`src/rtl/arm_pkg.sv`:
```
// Shared definitions for the nibble-serial ARM ALU sequencer: opcodes, CPSR bit
// positions, condition codes, FSM states and small decode helpers.
package arm_pkg;

    localparam logic [3:0] OP_AND = 4'h0;
    localparam logic [3:0] OP_EOR = 4'h1;
    localparam logic [3:0] OP_SUB = 4'h2;
    localparam logic [3:0] OP_RSB = 4'h3;
    localparam logic [3:0] OP_ADD = 4'h4;
    localparam logic [3:0] OP_ADC = 4'h5;
    localparam logic [3:0] OP_SBC = 4'h6;
    localparam logic [3:0] OP_RSC = 4'h7;
    localparam logic [3:0] OP_TST = 4'h8;
    localparam logic [3:0] OP_TEQ = 4'h9;
    localparam logic [3:0] OP_CMP = 4'hA;
    localparam logic [3:0] OP_CMN = 4'hB;
    localparam logic [3:0] OP_ORR = 4'hC;
    localparam logic [3:0] OP_MOV = 4'hD;
    localparam logic [3:0] OP_BIC = 4'hE;
    localparam logic [3:0] OP_MVN = 4'hF;

    localparam int CPSR_V = 0;
    localparam int CPSR_C = 1;
    localparam int CPSR_Z = 2;
    localparam int CPSR_N = 3;

    localparam logic [3:0] COND_EQ = 4'h0;
    localparam logic [3:0] COND_NE = 4'h1;
    localparam logic [3:0] COND_CS = 4'h2;
    localparam logic [3:0] COND_CC = 4'h3;
    localparam logic [3:0] COND_MI = 4'h4;
    localparam logic [3:0] COND_PL = 4'h5;
    localparam logic [3:0] COND_VS = 4'h6;
    localparam logic [3:0] COND_VC = 4'h7;
    localparam logic [3:0] COND_HI = 4'h8;
    localparam logic [3:0] COND_LS = 4'h9;
    localparam logic [3:0] COND_GE = 4'hA;
    localparam logic [3:0] COND_LT = 4'hB;
    localparam logic [3:0] COND_GT = 4'hC;
    localparam logic [3:0] COND_LE = 4'hD;
    localparam logic [3:0] COND_AL = 4'hE;
    localparam logic [3:0] COND_NV = 4'hF;

    typedef enum logic [1:0] {IDLE, EXEC, DONE} state_t;

    function automatic logic is_arith(input logic [3:0] op);
        return op inside {OP_SUB, OP_RSB, OP_ADD, OP_ADC, OP_SBC, OP_RSC, OP_CMP, OP_CMN};
    endfunction

    function automatic logic is_test(input logic [3:0] op);
        return op inside {OP_TST, OP_TEQ, OP_CMP, OP_CMN};
    endfunction

    // Subtract-class ops start with cin=1 so that x + ~y + 1 forms x - y.
    function automatic logic init_cin(input logic [3:0] op, input logic c);
        logic cin;
        cin = 1'b0;
        case (op)
            OP_SUB, OP_RSB, OP_CMP:  cin = 1'b1;
            OP_ADC, OP_SBC, OP_RSC:  cin = c;
            default:                 cin = 1'b0;
        endcase
        return cin;
    endfunction

    function automatic logic cond_pass(input logic [3:0] cond, input logic [3:0] nzcv);
        logic n, z, c, v, pass;
        n = nzcv[CPSR_N];
        z = nzcv[CPSR_Z];
        c = nzcv[CPSR_C];
        v = nzcv[CPSR_V];
        pass = 1'b0;
        case (cond)
            COND_EQ: pass = z;
            COND_NE: pass = !z;
            COND_CS: pass = c;
            COND_CC: pass = !c;
            COND_MI: pass = n;
            COND_PL: pass = !n;
            COND_VS: pass = v;
            COND_VC: pass = !v;
            COND_HI: pass = c && !z;
            COND_LS: pass = !c || z;
            COND_GE: pass = (n == v);
            COND_LT: pass = (n != v);
            COND_GT: pass = !z && (n == v);
            COND_LE: pass = z || (n != v);
            COND_AL: pass = 1'b1;
            COND_NV: pass = 1'b0;
            default: pass = 1'b0;
        endcase
        return pass;
    endfunction

endpackage

```
`src/rtl/arm_alu_slice.sv`:
```
// Combinational 4-bit ALU slice for the ARM data-processing opcodes.
// Subtract-class ops are formed as op1 + ~op2 + cin, with operands swapped for RSB/RSC.
module arm_alu_slice
    import arm_pkg::*;
(
    input  logic [3:0] op1,
    input  logic [3:0] op2,
    input  logic [3:0] op_sel,
    input  logic       cin,
    output logic [3:0] out,
    output logic       cout,
    output logic       v
);

    logic [3:0] x;
    logic [3:0] y;
    logic [4:0] sum;
    logic       use_add;

    always_comb begin
        x       = op1;
        y       = op2;
        use_add = 1'b0;
        sum     = '0;
        out     = '0;
        cout    = 1'b0;
        v       = 1'b0;
        case (op_sel)
            OP_ADD, OP_ADC, OP_CMN: begin x = op1; y = op2;  use_add = 1'b1; end
            OP_SUB, OP_SBC, OP_CMP: begin x = op1; y = ~op2; use_add = 1'b1; end
            OP_RSB, OP_RSC:         begin x = op2; y = ~op1; use_add = 1'b1; end
            OP_AND, OP_TST:         out = op1 & op2;
            OP_EOR, OP_TEQ:         out = op1 ^ op2;
            OP_ORR:                 out = op1 | op2;
            OP_MOV:                 out = op2;
            OP_BIC:                 out = op1 & ~op2;
            OP_MVN:                 out = ~op2;
            default:                out = '0;
        endcase
        // Overflow only matters for the top nibble; the sequencer ignores it elsewhere.
        if (use_add) begin
            sum  = {1'b0, x} + {1'b0, y} + {4'b0000, cin};
            out  = sum[3:0];
            cout = sum[4];
            v    = (x[3] == y[3]) && (sum[3] != x[3]);
        end
    end

endmodule

```
`src/rtl/arm_alu_seq.sv`:
```
// Nibble-serial ARM data-processing sequencer owning the carry chain and CPSR NZCV.
// Optional macro ARM_ALU_SEQ_COND_EN adds req_cond and conditional execution.
module arm_alu_seq
    import arm_pkg::*;
#(
    parameter int WIDTH = 32
) (
    input  logic             clk,
    input  logic             rst_n,
    input  logic             req_valid,
    output logic             req_ready,
    input  logic [3:0]       req_op,
    input  logic [WIDTH-1:0] req_a,
    input  logic [WIDTH-1:0] req_b,
    input  logic             req_s,
`ifdef ARM_ALU_SEQ_COND_EN
    input  logic [3:0]       req_cond,
`endif
    output logic             rsp_valid,
    input  logic             rsp_ready,
    output logic [WIDTH-1:0] rsp_result,
    output logic             rsp_wb,
    output logic [3:0]       cpsr_q,
    input  logic             cpsr_we,
    input  logic [3:0]       cpsr_wdata
);

    localparam int NIB   = WIDTH / 4;
    localparam int IDX_W = (NIB > 1) ? $clog2(NIB) : 1;
    localparam logic [IDX_W-1:0] LAST_IDX = IDX_W'(NIB - 1);

    state_t           state;
    state_t           state_next;
    logic [IDX_W-1:0] idx;
    logic [3:0]       op_q;
    logic [WIDTH-1:0] a_q;
    logic [WIDTH-1:0] b_q;
    logic             s_q;
    logic             carry_q;
    logic             zero_q;
    logic [WIDTH-1:0] result_q;
    logic             wb_q;

    logic             accept;
    logic             last;
    logic             cond_ok;
    logic             flag_upd;
    logic [3:0]       flags_next;
    logic [3:0]       slice_out;
    logic             slice_cout;
    logic             slice_v;

    assign req_ready  = (state == IDLE);
    assign rsp_valid  = (state == DONE);
    assign rsp_result = result_q;
    assign rsp_wb     = wb_q;
    assign accept     = req_valid && req_ready;
    assign last       = (idx == LAST_IDX);

`ifdef ARM_ALU_SEQ_COND_EN
    assign cond_ok = cond_pass(req_cond, cpsr_q);
`else
    assign cond_ok = 1'b1;
`endif

    arm_alu_slice u_slice (
        .op1    (a_q[{idx, 2'b00} +: 4]),
        .op2    (b_q[{idx, 2'b00} +: 4]),
        .op_sel (op_q),
        .cin    (carry_q),
        .out    (slice_out),
        .cout   (slice_cout),
        .v      (slice_v)
    );

    always_ff @(posedge clk) begin
        if (!rst_n) state <= IDLE;
        else        state <= state_next;
    end

    always_comb begin
        state_next = state;
        case (state)
            IDLE:    if (accept) state_next = cond_ok ? EXEC : DONE;
            EXEC:    if (last) state_next = DONE;
            DONE:    if (rsp_ready) state_next = IDLE;
            default: state_next = IDLE;
        endcase
    end

    always_ff @(posedge clk) begin
        if (!rst_n) begin
            idx      <= '0;
            op_q     <= '0;
            a_q      <= '0;
            b_q      <= '0;
            s_q      <= 1'b0;
            carry_q  <= 1'b0;
            zero_q   <= 1'b1;
            result_q <= '0;
            wb_q     <= 1'b0;
        end else begin
            case (state)
                IDLE: if (accept) begin
                    op_q     <= req_op;
                    a_q      <= req_a;
                    b_q      <= req_b;
                    s_q      <= req_s;
                    idx      <= '0;
                    carry_q  <= init_cin(req_op, cpsr_q[CPSR_C]);
                    zero_q   <= 1'b1;
                    result_q <= '0;
                    wb_q     <= cond_ok && !is_test(req_op);
                end
                EXEC: begin
                    result_q[{idx, 2'b00} +: 4] <= slice_out;
                    carry_q <= slice_cout;
                    zero_q  <= zero_q && (slice_out == 4'h0);
                    if (!last) idx <= idx + 1'b1;
                end
                default: ;
            endcase
        end
    end

    // Flags come from the top nibble on the EXEC->DONE edge; logical ops keep C and V.
    assign flag_upd = (state == EXEC) && last && (s_q || is_test(op_q));

    always_comb begin
        flags_next         = cpsr_q;
        flags_next[CPSR_N] = slice_out[3];
        flags_next[CPSR_Z] = zero_q && (slice_out == 4'h0);
        if (is_arith(op_q)) begin
            flags_next[CPSR_C] = slice_cout;
            flags_next[CPSR_V] = slice_v;
        end
    end

    always_ff @(posedge clk) begin
        if (!rst_n)        cpsr_q <= '0;
        else if (cpsr_we)  cpsr_q <= cpsr_wdata;
        else if (flag_upd) cpsr_q <= flags_next;
    end

endmodule

```
`config.mk`:
```
export PLATFORM = sky130hd
export DESIGN_NAME = arm_alu_seq
export DESIGN_NICKNAME = d
export VERILOG_FILES = /design/src/rtl/arm_pkg.sv /design/src/rtl/arm_alu_slice.sv /design/src/rtl/arm_alu_seq.sv
export SDC_FILE = /design/constraint.sdc
export NUM_CORES = 1
export LEC_CHECK = 0
export CAP_MARGIN = 20
export CORE_MARGIN = 8
export CORE_UTILIZATION = 40
export DETAILED_ROUTE_END_ITERATION = 12
export PLACE_DENSITY = 0.66
export SYNTH_ARGS = -nofsm -noshare
export SYNTH_HDL_FRONTEND = slang
export SYNTH_SLANG_ARGS = --single-unit
```
`constraint.sdc`:
```
create_clock -name clk -period 3.5 [get_ports clk]
set_input_delay 0.35 -clock clk [delete_from_list [all_inputs] [get_ports clk]]
set_output_delay 0.35 -clock clk [all_outputs]
set_load 0.05 [all_outputs]
```
==> impl_results.md <==
- Final RePlAce weighted congestion: 0.933
- Clock share of power: 0.457
- Data arrival, critical path: 3.56 ns
- Worst-Margin Slew: 0.788 ns
- Die Footprint: 0.0185 mm^2
- WP buf/inv: 2
- Commonest non-fill, non-tap cells in the layout: 166 x nand2_1, 115 x clkdlybuf4s50_1, 111 x dfxtp_1
- Clock transition at path regs: 0.05 ns
- Router iterations before antenna repair: 5
- Crit Path Max Fanout: 11
- Drt drc: 0
- Post-synth ARST share: 0
- Final nets: 871
- Crit path largest cell delay: 0.37 ns
- Period utilisation layout: 0.931
- Final ANT Viol Nets: 0
- Area Overhead vs Synth: 34.5%
- CTS root buffer: clkbuf_16
- Vias per inst: 5.20
- Switch share: 0.257
- Top_reg_cell synth: dfxtp_1
- Clock sinks: 113
- Seq/Total Area, Yosys: 0.393
- Period minus WS final: 3.26 ns
- Tot Pwr: 0.00358 W
- PwrDens: 462 mW/mm^2
- First-pass GRT wire length: 25900 um
- Crit-path cells: buf_12 > mux2_2 > o2bb2ai_1 > or2_2 > mux2_2 > a21oi_2 > ha_1 > a21o_1 > a21oi_2 > xnor2_2 > o32ai_4 > buf_4 > o21ai_0 > and2_1
- P_leak: 2.90 nW
- Dpl cell area: 0.00711 mm^2
- Vias: 5068
- Rows: 44
- Post-synthesis register bit count: 113
- Comb pwr share: 0.156
- Core Area: 0.0143 mm^2
- Mapped Cells: 671
- Min-Delay Path Class: flop to flop
- Final setup viols: 0
- Starting Density: 0.402
- Post-synth EDFFs: 0
- Sequential power share: 0.387
- Avg Cell Area, Syn: 8.58 um^2
- Initial antenna violation count: 0
- CTS tree: built
- Top delay family on crit path: compound AO/OA/AOI/OAI gates
- Worst slack at placement: -0.0895 ns
- Share of cells above drive strength 1: 0.116
- Required time of the critical path: 3.80 ns
- Max cap viols: 0
- CP Capture Type: flop
- Buffers on Ports: 116
- Area of the multi-input gates: 0.00329 mm^2
- Post-Route WL: 16000 um
- Worst-path cell with the longest stage delay: dfxtp_2
- Routed len/inst: 16.4 um
- Die height: 136 um
- H-tree levels: 4
- YS warnings: 0
- Latest clock arrival within the worst-skew pair: 0.41 ns
- Netlist cell types: 59
- Maximum vdd drop: 0.348 mV
- Global-route usage over all layers: 0.177
- P_int: 0.00266 W
- Critical path class: flop to flop
- Crit start category: flop
- Setup bufs post-CTS: 0
- Largest net degree at the start of global routing: 74
- Hold WS: 0.462 ns
- Worst clock skew: 0.00619 ns
- Synthesized area: 0.00576 mm^2
- Slew Viols, Final: 0
- Num ports: 117
- RSZ-0062 raised after global routing: false
- CTS buffer count: 17
- Setup ws final: 0.242 ns
- Commonest non-fill, non-tap cell in the layout: nand2_1
- Total gr overflow: 0
- Design area: 0.00774 mm^2
- Outcome: complete, no violations
- Initial DRC Count: 355
- Slew Limit Headroom: 0.475
- Die width: 136 um
- DP Wirelength: 11700 um
- Antenna cells: 0
- Vias in the first global route: 5240
- Core Util, Final: 0.541
- Synthesized Nets: 762
- Net Switching: 0.000920 W
- Max Freq: 0.307 GHz
- Longest Clk Path Bufs: 2
- Fillcell total: 1315
- Final hold vios: 0
- FF/Latch Area: 0.00227 mm^2
[per-layer routing]
layer  vias up  track usage  share of wire
met5         -            0              0
met4         0       0.0610          0.015
met3        25       0.0492          0.046
met2       106        0.301           0.51
met1      2402        0.209           0.43
li1       2535            -              -
[power by group through the flow]
stage	clock network (W)	registers, W	logic (W)
3_5_place_dp	0	0.00141	0.000543
5_1_grt	0.00172	0.00139	0.000609
3_3_place_gp	0	0.00141	0.000528
4_1_cts	0.00165	0.00138	0.000554
6_report	0.00163	0.00138	0.000558
2_1_floorplan	0	0.00141	0.000327
[timing repair]
action	4_1_cts	5_1_grt
cloned	1	0
resized for setup	4	6
pin swaps	0	1
setup endpoints to repair	16	18
hold buffers	0	0
[final timing paths]
check	start	to	slack (ns)	depth (start not counted)
worst min register to register	a_q[9]	a_q[9]	0.46	2
worst max register to register	idx[0]	rsp_result[11]	0.24	14
worst max-delay path	idx[0]	rsp_result[11]	0.24	14
worst min-delay path	a_q[9]	a_q[9]	0.46	2
[kinds of logic after synthesis]
group | count (synthesis) | synth area share
compound gates | 151 | 0.185
xor+xnor | 4 | 0.00609
mux | 48 | 0.113
simple gates | 288 | 0.230
fa+ha+maj | 13 | 0.0309
flops | 113 | 0.393
buf+inv | 54 | 0.0422
[stage by stage]
step | setup TNS [ns] | cells
4_1_cts | 0 | 975
6_report | 0 | 975
3_5_place_dp | -0.368 | 944
2_1_floorplan | 0 | 671
3_3_place_gp | 0 | 944
5_1_grt | 0 | 975
[synth_stat cells (3+ instances only)]
master	n	area share
a211oi_1	4	0.0052
a21boi_0	69	0.090
a21oi_1	14	0.012
a31oi_1	4	0.0043
and2_1	35	0.038
buf_2	4	0.0035
clkbuf_1	41	0.027
dfxtp_1	113	0.39
ha_1	11	0.024
inv_1	5	0.0033
mux2_2	9	0.018
mux2i_1	26	0.045
mux4_1	4	0.018
mux4_2	5	0.020
nand2_1	167	0.11
nand2b_1	3	0.0033
nand3_1	30	0.026
nor2_1	13	0.0085
nor2b_1	13	0.014
nor3_1	5	0.0043
o21ai_0	36	0.031
o22ai_1	3	0.0033
o2bb2ai_1	3	0.0046
or2_2	5	0.0054
or3_1	4	0.0043
xor2_1	3	0.0046
[tightest hold or removal path: stages, from the launching register on]
cell	delay [ns]
dfxtp_1	0.30
nand2_1	0.05
a21boi_0	0.06
[sequential cells by signal, summed over array words and instances (netlist names)]
| name | flops |
|---|---|
| a_q | 32 |
| b_q | 32 |
| rsp_result | 32 |
| cpsr_q | 4 |
| op_q | 4 |
| idx | 3 |
| state | 2 |
| carry_q | 1 |
| rsp_wb | 1 |
| s_q | 1 |
| zero_q | 1 |
[area by class of cell]
cell class              count  share of cell area
clock inverters            11              0.0150
multi-input cells         504               0.425
inverters                   6             0.00291
well taps                 184              0.0297
clock buffers              19              0.0572
flip-flops and latches    113               0.293
repair buffers            138               0.177
(Power assumes the default switching activity.)
